## src/rtl/display_scheduler.sv

```systemverilog
// display_scheduler: time-shares the six-digit seven-segment display between
// N_REQ number sources. Owners are chosen round-robin and each holds the
// display for DWELL ticks of an external strobe. Manual mode pins the display
// to manual_sel.
//
// Optional feature macro: DISPLAY_SCHED_URGENT_EN. When defined, urgent[i]
// lets a requester preempt a non-urgent owner and be picked first from idle.
// When undefined the urgent port is ignored.
//
// Ports:
//   clk          system clock
//   reset_n      synchronous reset, active low
//   tick         dwell strobe, one-cycle pulse
//   req          per-requester "has something to show"
//   data         requester words, requester i at [i*DATA_W +: DATA_W]
//   manual       1 = manual mode
//   manual_sel   requester shown in manual mode
//   urgent       preemption requests (feature macro only)
//   grant        one-hot current owner, 0 when idle
//   owner_id     index of current owner
//   disp_data    registered display word of the owner
//   blank        1 = nothing to show
//   switch_pulse one-cycle pulse when the owner changes or goes idle
module display_scheduler #(
  parameter int unsigned N_REQ  = 4,
  parameter int unsigned ID_W   = 2,
  parameter int unsigned DATA_W = 24,
  parameter int unsigned DWELL  = 16,
  parameter int unsigned CNT_W  = 5
) (
  input  logic                    clk,
  input  logic                    reset_n,
  input  logic                    tick,
  input  logic [N_REQ-1:0]        req,
  input  logic [N_REQ*DATA_W-1:0] data,
  input  logic                    manual,
  input  logic [ID_W-1:0]         manual_sel,
  input  logic [N_REQ-1:0]        urgent,
  output logic [N_REQ-1:0]        grant,
  output logic [ID_W-1:0]         owner_id,
  output logic [DATA_W-1:0]       disp_data,
  output logic                    blank,
  output logic                    switch_pulse
);

  typedef enum logic [0:0] {StIdle, StShow} state_e;

  state_e            state_q, state_d;
  logic [ID_W-1:0]   owner_q, owner_d;
  logic [ID_W-1:0]   rr_q, rr_d;
  logic [CNT_W-1:0]  dwell_q, dwell_d;
  logic [N_REQ-1:0]  grant_q, grant_d;
  logic [DATA_W-1:0] disp_q, disp_d;
  logic              blank_q, blank_d;
  logic              pulse_q, pulse_d;

  // Returns {found, index}: first set bit of mask searching ptr+1, ptr+2, ...
  // modulo N_REQ, with ptr itself examined last.
  function automatic logic [ID_W:0] rr_pick(input logic [N_REQ-1:0] mask,
                                            input logic [ID_W-1:0] ptr);
    logic [ID_W:0] r;
    int            idx;
    r = '0;
    for (int k = 1; k <= int'(N_REQ); k++) begin
      idx = (int'(ptr) + k) % int'(N_REQ);
      if (!r[ID_W] && mask[idx]) begin
        r = {1'b1, ID_W'(idx)};
      end
    end
    return r;
  endfunction

  logic            pick_found;
  logic [ID_W-1:0] pick_id;
  logic            idle_found;
  logic [ID_W-1:0] idle_id;
  logic            pre_found;
  logic [ID_W-1:0] pre_id;
  logic            manual_ok;

  always_comb begin
    {pick_found, pick_id} = rr_pick(req, rr_q);
`ifdef DISPLAY_SCHED_URGENT_EN
    // A non-urgent owner yields to any urgent requester; an urgent owner
    // keeps the display until its dwell expires.
    {pre_found, pre_id} = rr_pick(req & urgent, rr_q);
    if (urgent[owner_q]) begin
      pre_found = 1'b0;
    end
    if (|(req & urgent)) begin
      {idle_found, idle_id} = rr_pick(req & urgent, rr_q);
    end else begin
      idle_found = pick_found;
      idle_id    = pick_id;
    end
`else
    pre_found  = 1'b0;
    pre_id     = '0;
    idle_found = pick_found;
    idle_id    = pick_id;
`endif
  end

  // Out-of-range selections (non power-of-two N_REQ) count as no request.
  assign manual_ok = (int'(manual_sel) < int'(N_REQ)) && req[manual_sel];

`ifndef DISPLAY_SCHED_URGENT_EN
  logic unused_urgent;
  assign unused_urgent = ^{urgent, pre_found, pre_id};
`endif

  always_comb begin
    state_d = state_q;
    owner_d = owner_q;
    rr_d    = rr_q;
    dwell_d = dwell_q;

    unique case (state_q)
      StIdle: begin
        if (manual) begin
          if (manual_ok) begin
            state_d = StShow;
            owner_d = manual_sel;
            rr_d    = manual_sel;
            dwell_d = '0;
          end
        end else if (idle_found) begin
          state_d = StShow;
          owner_d = idle_id;
          rr_d    = idle_id;
          dwell_d = '0;
        end
      end
      StShow: begin
        if (manual) begin
          // rr_ptr follows the pinned owner so auto mode resumes after it.
          dwell_d = '0;
          if (manual_ok) begin
            owner_d = manual_sel;
            rr_d    = manual_sel;
          end else begin
            state_d = StIdle;
          end
        end else if (!req[owner_q]) begin
          dwell_d = '0;
          if (pick_found) begin
            owner_d = pick_id;
            rr_d    = pick_id;
          end else begin
            state_d = StIdle;
          end
        end else if (pre_found) begin
          owner_d = pre_id;
          rr_d    = pre_id;
          dwell_d = '0;
        end else if (tick) begin
          if (dwell_q == CNT_W'(DWELL - 1)) begin
            // pick always succeeds here since the owner still requests.
            owner_d = pick_id;
            rr_d    = pick_id;
            dwell_d = '0;
          end else begin
            dwell_d = dwell_q + 1'b1;
          end
        end
      end
      default: begin
        state_d = StIdle;
      end
    endcase

    if (state_d == StShow) begin
      grant_d = N_REQ'(1) << owner_d;
      disp_d  = data[int'(owner_d)*int'(DATA_W) +: DATA_W];
      blank_d = 1'b0;
    end else begin
      grant_d = '0;
      disp_d  = '0;
      blank_d = 1'b1;
    end

    pulse_d = ((state_d == StShow) && ((state_q == StIdle) || (owner_d != owner_q))) ||
              ((state_d == StIdle) && (state_q == StShow));
  end

  always_ff @(posedge clk) begin
    if (!reset_n) begin
      state_q <= StIdle;
      owner_q <= '0;
      rr_q    <= ID_W'(N_REQ - 1);
      dwell_q <= '0;
      grant_q <= '0;
      disp_q  <= '0;
      blank_q <= 1'b1;
      pulse_q <= 1'b0;
    end else begin
      state_q <= state_d;
      owner_q <= owner_d;
      rr_q    <= rr_d;
      dwell_q <= dwell_d;
      grant_q <= grant_d;
      disp_q  <= disp_d;
      blank_q <= blank_d;
      pulse_q <= pulse_d;
    end
  end

  assign grant        = grant_q;
  assign owner_id     = owner_q;
  assign disp_data    = disp_q;
  assign blank        = blank_q;
  assign switch_pulse = pulse_q;

endmodule
```

## config.mk

```make
export PLATFORM = sky130hd
export DESIGN_NAME = display_scheduler
export DESIGN_NICKNAME = d
export VERILOG_FILES = /design/src/rtl/display_scheduler.sv
export SDC_FILE = /design/constraint.sdc
export NUM_CORES = 1
export LEC_CHECK = 0
export ABC_AREA = 1
export BUFFER_PORTS_ARGS = -buffer_cell sky130_fd_sc_hd__buf_2
export CAP_MARGIN = 20
export CORE_ASPECT_RATIO = 1.1
export CORE_MARGIN = 2
export CORE_UTILIZATION = 45
export DETAILED_ROUTE_END_ITERATION = 12
export PLACE_DENSITY = 0.89
export SLEW_MARGIN = 20
export SYNTH_ARGS = -nofsm -noshare
export SYNTH_HDL_FRONTEND = slang
export SYNTH_SLANG_ARGS = --single-unit
```

## constraint.sdc

```tcl
create_clock -name clk -period 2.29 [get_ports clk]
set_input_delay 0.229 -clock clk [delete_from_list [all_inputs] [get_ports clk]]
set_output_delay 0.229 -clock clk [all_outputs]
set_load 0.005 [all_outputs]
```

### Word-level counts from Yosys, hierarchy flattened

Index checks and enable logic that the tools add are counted.

| word-level totals | value |
|---|---|
| memories | 0 |
| bits in latches | 0 |
| register bits | 40 |
| memory bits (read-only) | 0 |
| bits in writable memories | 0 |

| operators by class | value |
|---|---|
| add/sub/neg operators | 5 |
| $mul | 1 |
| equality and inequality tests | 6 |
| multiplexer cells | 51 |
| reductions and logical operators | 17 |
| bitwise logic cells | 6 |
| magnitude comparators | 6 |
| divide/modulo/power cells | 0 |
| shifts and indexed selects | 2 |

Operator list:

| operator | number |
|---|---|
| $shiftx 96x8->24 | 1 |
| $mux 5 | 7 |
| $mux 2 | 14 |
| $lt 3x4->1 const B | 4 |
| $mux 1 | 16 |
| $bmux 1 s2 | 6 |
| $mux 3 | 4 |
| $pmux 5 s2 | 1 |
| $pmux 2 s2 | 2 |
| $reduce_or 2->1 | 4 |
| $lt 2x3->1 const B | 2 |
| $ne 3x3->1 const B | 2 |
| $add 5x1->5 const B | 1 |
| $eq 5x4->1 const B | 1 |
| $logic_and 1x1->1 | 5 |
| $add 2x1->2 const B | 2 |
| $add 2x2->2 const B | 2 |
| $and 1x1->1 const A | 4 |
| $mul 2x2->4 const B | 1 |
| $ne 4x3->1 const B | 1 |
| $ne 4x4->1 const B | 1 |
| $reduce_and 2->1 | 2 |
| $shl 1x2->4 const A | 1 |
| $logic_not 1->1 | 3 |
| 5 further kinds | 7 |

### Longest topological paths before layout

Gate-level depths: netlist of the first run.

| logic depth | value |
|---|---|
| depth after elaboration | 25 |
| depth in mapped cells | 19 |
| gate-level depth less buffers | 18 |

### Least setup slack after synthesis of the first run

OpenSTA, ideal clock, no wires.

| timing path | value |
|---|---|
| kind | reg-to-reg |
| from | register rr_q[0] |
| to | register disp_q[14] (netlist: disp_data[14]) |
| arrival time | 1.789 ns |
| slack | 0.382 ns |
| setup time | 0.120 ns |
| stages on the path, launching flop included | 18 |
| required time | 2.170 ns |
| cell sequence | dfxtp_1 buf_6 inv_4 nand2_2 nand2_1 nand2_1 nand2_2 nor2_8 nand3_2 o21ai_1 nor2_2 nor2_4 nand2_2 nand2_4 inv_4 buf_6 nand3_1 nand3_1 |

| between the ends | value |
|---|---|
| cells in the longest elaborated chain, start to end | 21 |

Ends and longest elaborated chain:

| what | RTL line | text |
|---|---|---|
| from (decl) | 50 | `logic [ID_W-1:0] rr_q, rr_d;` |
| from (signal assigned) | 190 | `rr_q <= ID_W'(N_REQ - 1);` |
| from (signal assigned) | 199 | `rr_q <= rr_d;` |
| $add 2x1->2 | 65 | `idx = (int'(ptr) + k) % int'(N_REQ);` |
| $bmux 1 s2 | 66 | `if (!r[ID_W] && mask[idx]) begin` |
| $mux 1 (not written as such) (2 in series) | 66 |  |
| $mux 3 | 66 |  |
| $logic_not 1->1 | 66 |  |
| $logic_and 1x1->1 | 66 |  |
| $mux 3 | 66 |  |
| $logic_not 1->1 | 66 |  |
| [... 4 more ...] | n/a |  |
| $mux 3 (*) | 66 |  |
| $mux 2 | 157 | `if (dwell_q == CNT_W'(DWELL - 1)) begin` |
| $mux 2 | 156 | `end else if (tick) begin` |
| $mux 2 | 144 | `end else if (!req[owner_q]) begin` |
| $mux 2 | 135 | `if (manual) begin` |
| $pmux 2 s2 | 118 | `unique case (state_q)` |
| $mul 2x2->4 | 174 | `disp_d = data[int'(owner_d)*int'(DATA_W) +: DATA_W];` |
| $shiftx 96x8->24 | 174 |  |
| to (signal assigned) | 202 | `disp_q <= disp_d;` |
| to (decl) | 53 | `logic [DATA_W-1:0] disp_q, disp_d;` |

Every way passes the cells marked *; elsewhere a longest branch is shown, timed or not. The select of a mux whose other input is x is not followed.
A chain may end at the register's enable or synchronous reset.

### Worst setup path in the final report of the first run

| timing path | value |
|---|---|
| from | register rr_q[0] |
| to | register disp_q[0] (netlist: disp_data[0]) |

The elaborated chain is that of the path after synthesis.

==> run metrics, run 1 <==
Post-DP HPWL=around 6000 um; Max Slew Vio Count=0; setup TNS=0 ns; Slew headroom=0.768; yosys warns=0; max cap viols=0; Top FF cell, synth=dfxtp_1; core footprint=about 5400 sq um; IO buf count=137; ratio of cells with drive above 1 in the final layout=0.372; crit-path max FO=20; Final Hold Vio Count=0; initial drt markers=between 150 and 200; cells on worst reg2reg path=17; hold path endpoint=disp_data[12]; # rows=28; TritonCTS buffer count=5; dpl cell area=3280 sq um; post-synth top area share=0.314; Final #Nets=~650; Die H=approximately 83 um; largest net degree at the start of global routing=just over 40; final core utilization=0.642; status=complete, no violations; hold path cells=3; Peak VDD IR=0.000463 V; vias per cell=about 5.1; Antenna diodes=0; r2r startpoint=rr_q[0]; mapped cell area=2550 sq um; routed length per instance=between 10 and 15 um; worst hold path type=primary input to flop; Critical Path Source Type=flop; RSZ-0062 raised after global routing=yes; Overall Power=3.02 mW; full die area=~6300 sq um; fin crit period=2.14 ns; grt ovf=0; total number of vias=3130; Layout Skew=0.00807 ns; io pins=142; top post-synthesis cells by area=dfxtp_1 (31%), nand2_1 (21%), nand3_1 (17%); Post-synth EDFFs=0; PD cells=a little under 900 nW/um^2; router iterations before antenna repair=5; TritonCTS clock tree=built; Arrival @ worst endpoint=2.32 ns; die width=about 76 um; first-pass GRT wire length=between 10000 and 15000 um; post-synthesis sequential area ratio=0.314; mean post-synth cell area=around 6.5 sq um; H-tree levels=2; syn_nets=506; Hold Path Origin=data[36]; Skew-Pair Late Insertion Delay=between 0.2 and 0.3 ns; vias in the first global route=between 2000 and 3000; Setup crit end kind=flop; fin crit share=0.936; CTS sink cnt=40; Initial Util=0.470; Worst path slowest cell=dfxtp_4; fin area=3480 sq um; maximum clock insertion buffer count=2; Post-Route WL=between 7000 and 8000 um; Yosys top cell by area=dfxtp_1; final-report setup violation count=0; Crit path top cell by count=nand2_1; Synth cell types=33; clock slew at reported path FFs=0.08 ns; Seq cells post-synth=40; Syn-to-layout area delta=36.5%; Max Freq=0.466 GHz; Routed Antenna Nets=0; CP Class=flop to flop; Post-route DRC=0; Cells after Synth=395; critical path's largest stage delay=0.38 ns; worst reg2reg setup slack=roughly 0.15 ns; gr usage total=0.255; Tightest Pin Transition=about 0.34 ns; r2r endpoint=disp_data[0]; Crit path required time=roughly 2.5 ns; ys async rst share=0; P_leak=1.96 nW; Root Buffer=clkbuf_8; antenna violations before repair=0; placed cells=around 600; Cell Count, Final, Fillers Out=613; RePlAce Congestion=roughly 0.85; CP Cell Sequence=inv_4 -> nand2_2 -> nand2_1 -> nand2_1 -> nand2_2 -> nor2_8 -> nand3_2 -> nand3_2 -> nand2_1 -> nand2_1 -> nand2_4 -> nand2_8 -> buf_16 -> nand2_1 -> nand2_1 -> nand2_1 -> nand3_1
placed cells by master (no fill, tap or decap), drive strengths merged:
cell type / netlist / layout
a21oi: 6 / 6
a22oi: 1 / 1
buf: 16 / 149
clkbuf: 0 / 7
clkinv: 0 / 2
dfxtp: 40 / 40
ha: 1 / 1
inv: 32 / 32
nand2: 164 / 164
nand3: 87 / 87
nand4: 4 / 4
nor2: 20 / 21
nor3: 2 / 2
nor3b: 1 / 1
o211ai: 4 / 4
o21ai: 12 / 12
o21bai: 1 / 1
o221ai: 1 / 1
o22ai: 1 / 1
or2: 1 / 1
xor2: 1 / 1
cell type report:
| type | count | area (sq um) |
|---|---|---|
| fillers | 473 | 1950 |
| multi-input cells | 308 | 1530 |
| repair buffers | 150 | 837 |
| flip-flops and latches | 40 | 806 |
| inverters | 32 | 128 |
| well taps | 75 | 93.8 |
| clock buffers | 6 | 82.6 |
| clock inverters | 2 | 10.0 |
metal layers:
metal  global-route usage  share of wire  vias to the layer above
li1                     -              -                     1559
met1                0.303           0.37                     1364
met2                0.419           0.50                      174
met3               0.0510          0.076                       33
met4                0.129          0.046                        0
met5                    0              0                        -
report_power, final:
| group | internal [mW] | switching (mW) | total, mW |
|---|---|---|---|
| registers | 0.867 | 0.0786 | 0.946 |
| clock network | 0.241 | 0.254 | 0.495 |
| logic | 0.625 | 0.956 | 1.58 |
critical path: cells and delay by family (launching register included):
family        cells  cell delay [ns]
simple gates     15             1.31
flops             1             0.38
buf+inv           2             0.29
synthesized netlist by cell type (3+ instances only):
| library cell | instances |
|---|---|
| nor2_1 | 14 |
| dfxtp_1 | 40 |
| inv_2 | 6 |
| nand2_2 | 16 |
| nand4_1 | 3 |
| inv_1 | 24 |
| a21oi_1 | 6 |
| buf_2 | 6 |
| o21ai_0 | 10 |
| buf_6 | 5 |
| nand3_1 | 85 |
| nand2_4 | 3 |
| nand2_1 | 144 |
| o211ai_1 | 4 |
| buf_4 | 5 |
repair_timing:
item | CTS | global route
cloned | 1 | 1
setup buffers | 4 | 2
resized for setup | 1 | 7
pin swaps | 2 | 2
hold buffers | 0 | 0
setup endpoints to repair | 25 | 27
through the flow:
stage / worst slack (ns) / hold WS [ns]
floorplan: 0.382 / 0.328
global placement: 0.0630 / 0.440
detailed placement: -0.0640 / 0.448
CTS: 0.0575 / 0.141
global route: -0.0217 / 0.153
finish: 0.146 / 0.146
flip-flops by register name, summed over array words and instances (netlist names):
signal,flops
blank,1
disp_data,24
dwell_q,5
grant,4
owner_id,2
rr_q,2
state_q,1
switch_pulse,1
logic make-up (layout without fill, tap and decap cells):
group / after synthesis / in the layout / share of synthesized area
adders and majority gates: 1 / 1 / 0.00490
and+or+nand+nor: 279 / 280 / 0.518
buffers and inverters: 48 / 190 / 0.0975
xor gates and xnor gates: 1 / 1 / 0.00343
DFF: 40 / 40 / 0.314
AOI/OAI and AO/OA: 26 / 26 / 0.0623
worst max-delay path by stage:
stage	slack, ns	from	depth (start not counted)	to
2_1_floorplan	0.38	rr_q[0]	17	disp_data[14]
3_3_place_gp	0.06	rr_q[0]	16	disp_data[7]
3_5_place_dp	-0.06	rr_q[0]	14	disp_data[7]
4_1_cts	0.06	rr_q[1]	17	disp_data[0]
5_1_grt	-0.02	rr_q[0]	17	disp_data[0]
6_report	0.15	rr_q[0]	17	disp_data[0]
Power figures use the tool's default switching activity.
==> run 2, diff against run 1 <==
CORE_ASPECT_RATIO = 1.2   (was 1.1)
CORE_UTILIZATION = 46   (was 45)
CTS_BUF_LIST = sky130_fd_sc_hd__clkbuf_8   (was unset)
CTS_CLUSTER_DIAMETER = 50   (was unset)
PLACE_DENSITY = 0.91   (was 0.89)
==> run metrics, run 2 (synthesized netlist as in run 1, its figures left out) <==
status=complete, no violations; commonest cells after routing, fill and taps aside=nand2_1 (144), buf_2 (137), nand3_1 (85); die width=72 um; critical path startpoint=rr_q[1]; fill count=roughly 460; TritonCTS buffer count=5; router iterations before antenna repair=4; Setup crit end=grant[3]; Initial Util=0.479; clock slew at reported path FFs=0.07 ns; PD cells=~840 nW/um^2; Reg power frac=0.331; Root Buffer=clkbuf_8; Antenna diodes=0; worst hold path type=primary input to flop; Post-DP HPWL=between 5000 and 6000 um; NetSw=~1.2 mW; clock power share=0.143; Syn-to-layout area delta=33.9%; Overall Power=approximately 2.9 mW; Cell Count, Final, Fillers Out=between 500 and 600; crit path setup slack, layout=0.192 ns; first-pass GRT wire length=approximately 12000 um; Setup crit end kind=flop; Net Sw Frac=0.427; final-report setup violation count=0; vias per cell=5.21; post-place setup slack=-0.0208 ns; Tightest Pin Transition=between 0.3 and 0.4 ns; commonest non-fill, non-tap cell in the layout=nand2_1; Arrival @ worst endpoint=about 2.3 ns; Routed Antenna Nets=0; fin crit share=0.916; full die area=roughly 6000 sq um; worst reg2reg setup slack=0.19 ns; final core utilization=0.641; maximum clock insertion buffer count=2; Critical Path Source Type=flop; CP Class=flop to flop; P_int=about 1.7 mW; antenna violations before repair=0; Die H=85.6 um; P_leak=1.93 nW; crit-path max FO=25; WHS=roughly 0.15 ns; Slew headroom=0.748; cells on worst reg2reg path=14; total number of vias=around 3100; r2r startpoint=rr_q[1]; Skew-Pair Late Insertion Delay=approximately 0.28 ns; Final Hold Vio Count=0; RSZ-0062 raised after global routing=yes; placed cells=587; vias in the first global route=between 2000 and 3000; fin crit period=approximately 2.1 ns; Crit path required time=2.50 ns; TritonCTS clock tree=built; IO buf count=~140; gr usage total=0.252; Max Slew Vio Count=0; Layout Skew=approximately 0.0054 ns; grt ovf=0; r2r endpoint=grant[3]; initial drt markers=between 150 and 200; H-tree levels=2; io pins=~140; CTS sink cnt=40; Post-route DRC=0; core footprint=about 5300 sq um; max cap viols=0; routed length per instance=about 13 um; Peak VDD IR=roughly 0.00050 V; Post-Route WL=approximately 7800 um; # rows=29; max reg flops=24; Comb power frac=0.526; Final #Nets=roughly 650; RePlAce Congestion=~0.94; largest net degree at the start of global routing=26; Max Freq=about 0.48 GHz; ratio of cells with drive above 1 in the final layout=0.374
run 2: changes by cell type in the layout (fill, tap and decap cells not counted), sizes merged:
cell / delta
clkbuf: -2
clkinv: -2
buf: +1
run 2: how the worst min path moves through the flow:
stage | startpoint | end | slack [ns] | depth (start not counted)
after floorplan | reset_n | rr_q[0] | 0.33 | 1
after global placement | data[28] | disp_data[4] | 0.44 | 3
after detailed placement | data[34] | disp_data[10] | 0.44 | 3
after CTS | data[34] | disp_data[10] | 0.14 | 3
after global routing | data[34] | disp_data[10] | 0.15 | 3
final | data[34] | disp_data[10] | 0.15 | 3
run 2: area by class of cell:
type	instances	area, sq um	area share
multi-input cells	308	1530	0.449
flip-flops and latches	40	807	0.236
repair buffers	150	803	0.235
inverters	32	128	0.0373
well taps	62	77.6	0.0227
clock buffers	5	68.8	0.0201
run 2: repair_timing:
action                                  CTS  global route
gates resized for setup                   0            11
hold buffers                              0             0
pin swaps                                 2             0
buffers inserted                          4             0
cloned                                    1             0
endpoints found under the setup margin   17            28
run 2: power by group through the flow:
stage	Sequential [mW]	Combinational, mW	Clock, mW
after detailed placement	0.965	1.44	0
after floorplan	0.960	1.01	0
final	0.955	1.52	0.411
after global placement	0.961	1.41	0
after CTS	0.951	1.48	0.424
after global routing	0.968	1.70	0.449
run 2: per-stage QoR:
step | TNS (ns) | cell area (sq um)
after floorplan | 0 | 2550
after detailed placement | -0.0851 | 3270
after CTS | 0 | 3380
after global placement | 0 | 3270
final | 0 | 3420
after global routing | -0.0127 | 3420
run 2: worst max-delay path: stages, from the launching register on:
cell and delay (ns):
dfxtp_2 0.36, inv_2 0.16, nand2_1 0.07, nand2_1 0.10, nand2_1 0.06, nand2_1 0.10, inv_2 0.07, nand4_1 0.09
nand2_1 0.13, nor2_2 0.32, inv_2 0.09, nor2_4 0.14, buf_12 0.18, inv_1 0.06, nor2_1 0.10
run 2: layer usage:
metal / vias to the layer above / share of wire / track usage
li1: 1555 / - / -
met1: 1359 / 0.38 / 0.289
met2: 171 / 0.50 / 0.444
met3: 27 / 0.081 / 0.0576
met4: 0 / 0.037 / 0.106
met5: - / 0 / 0
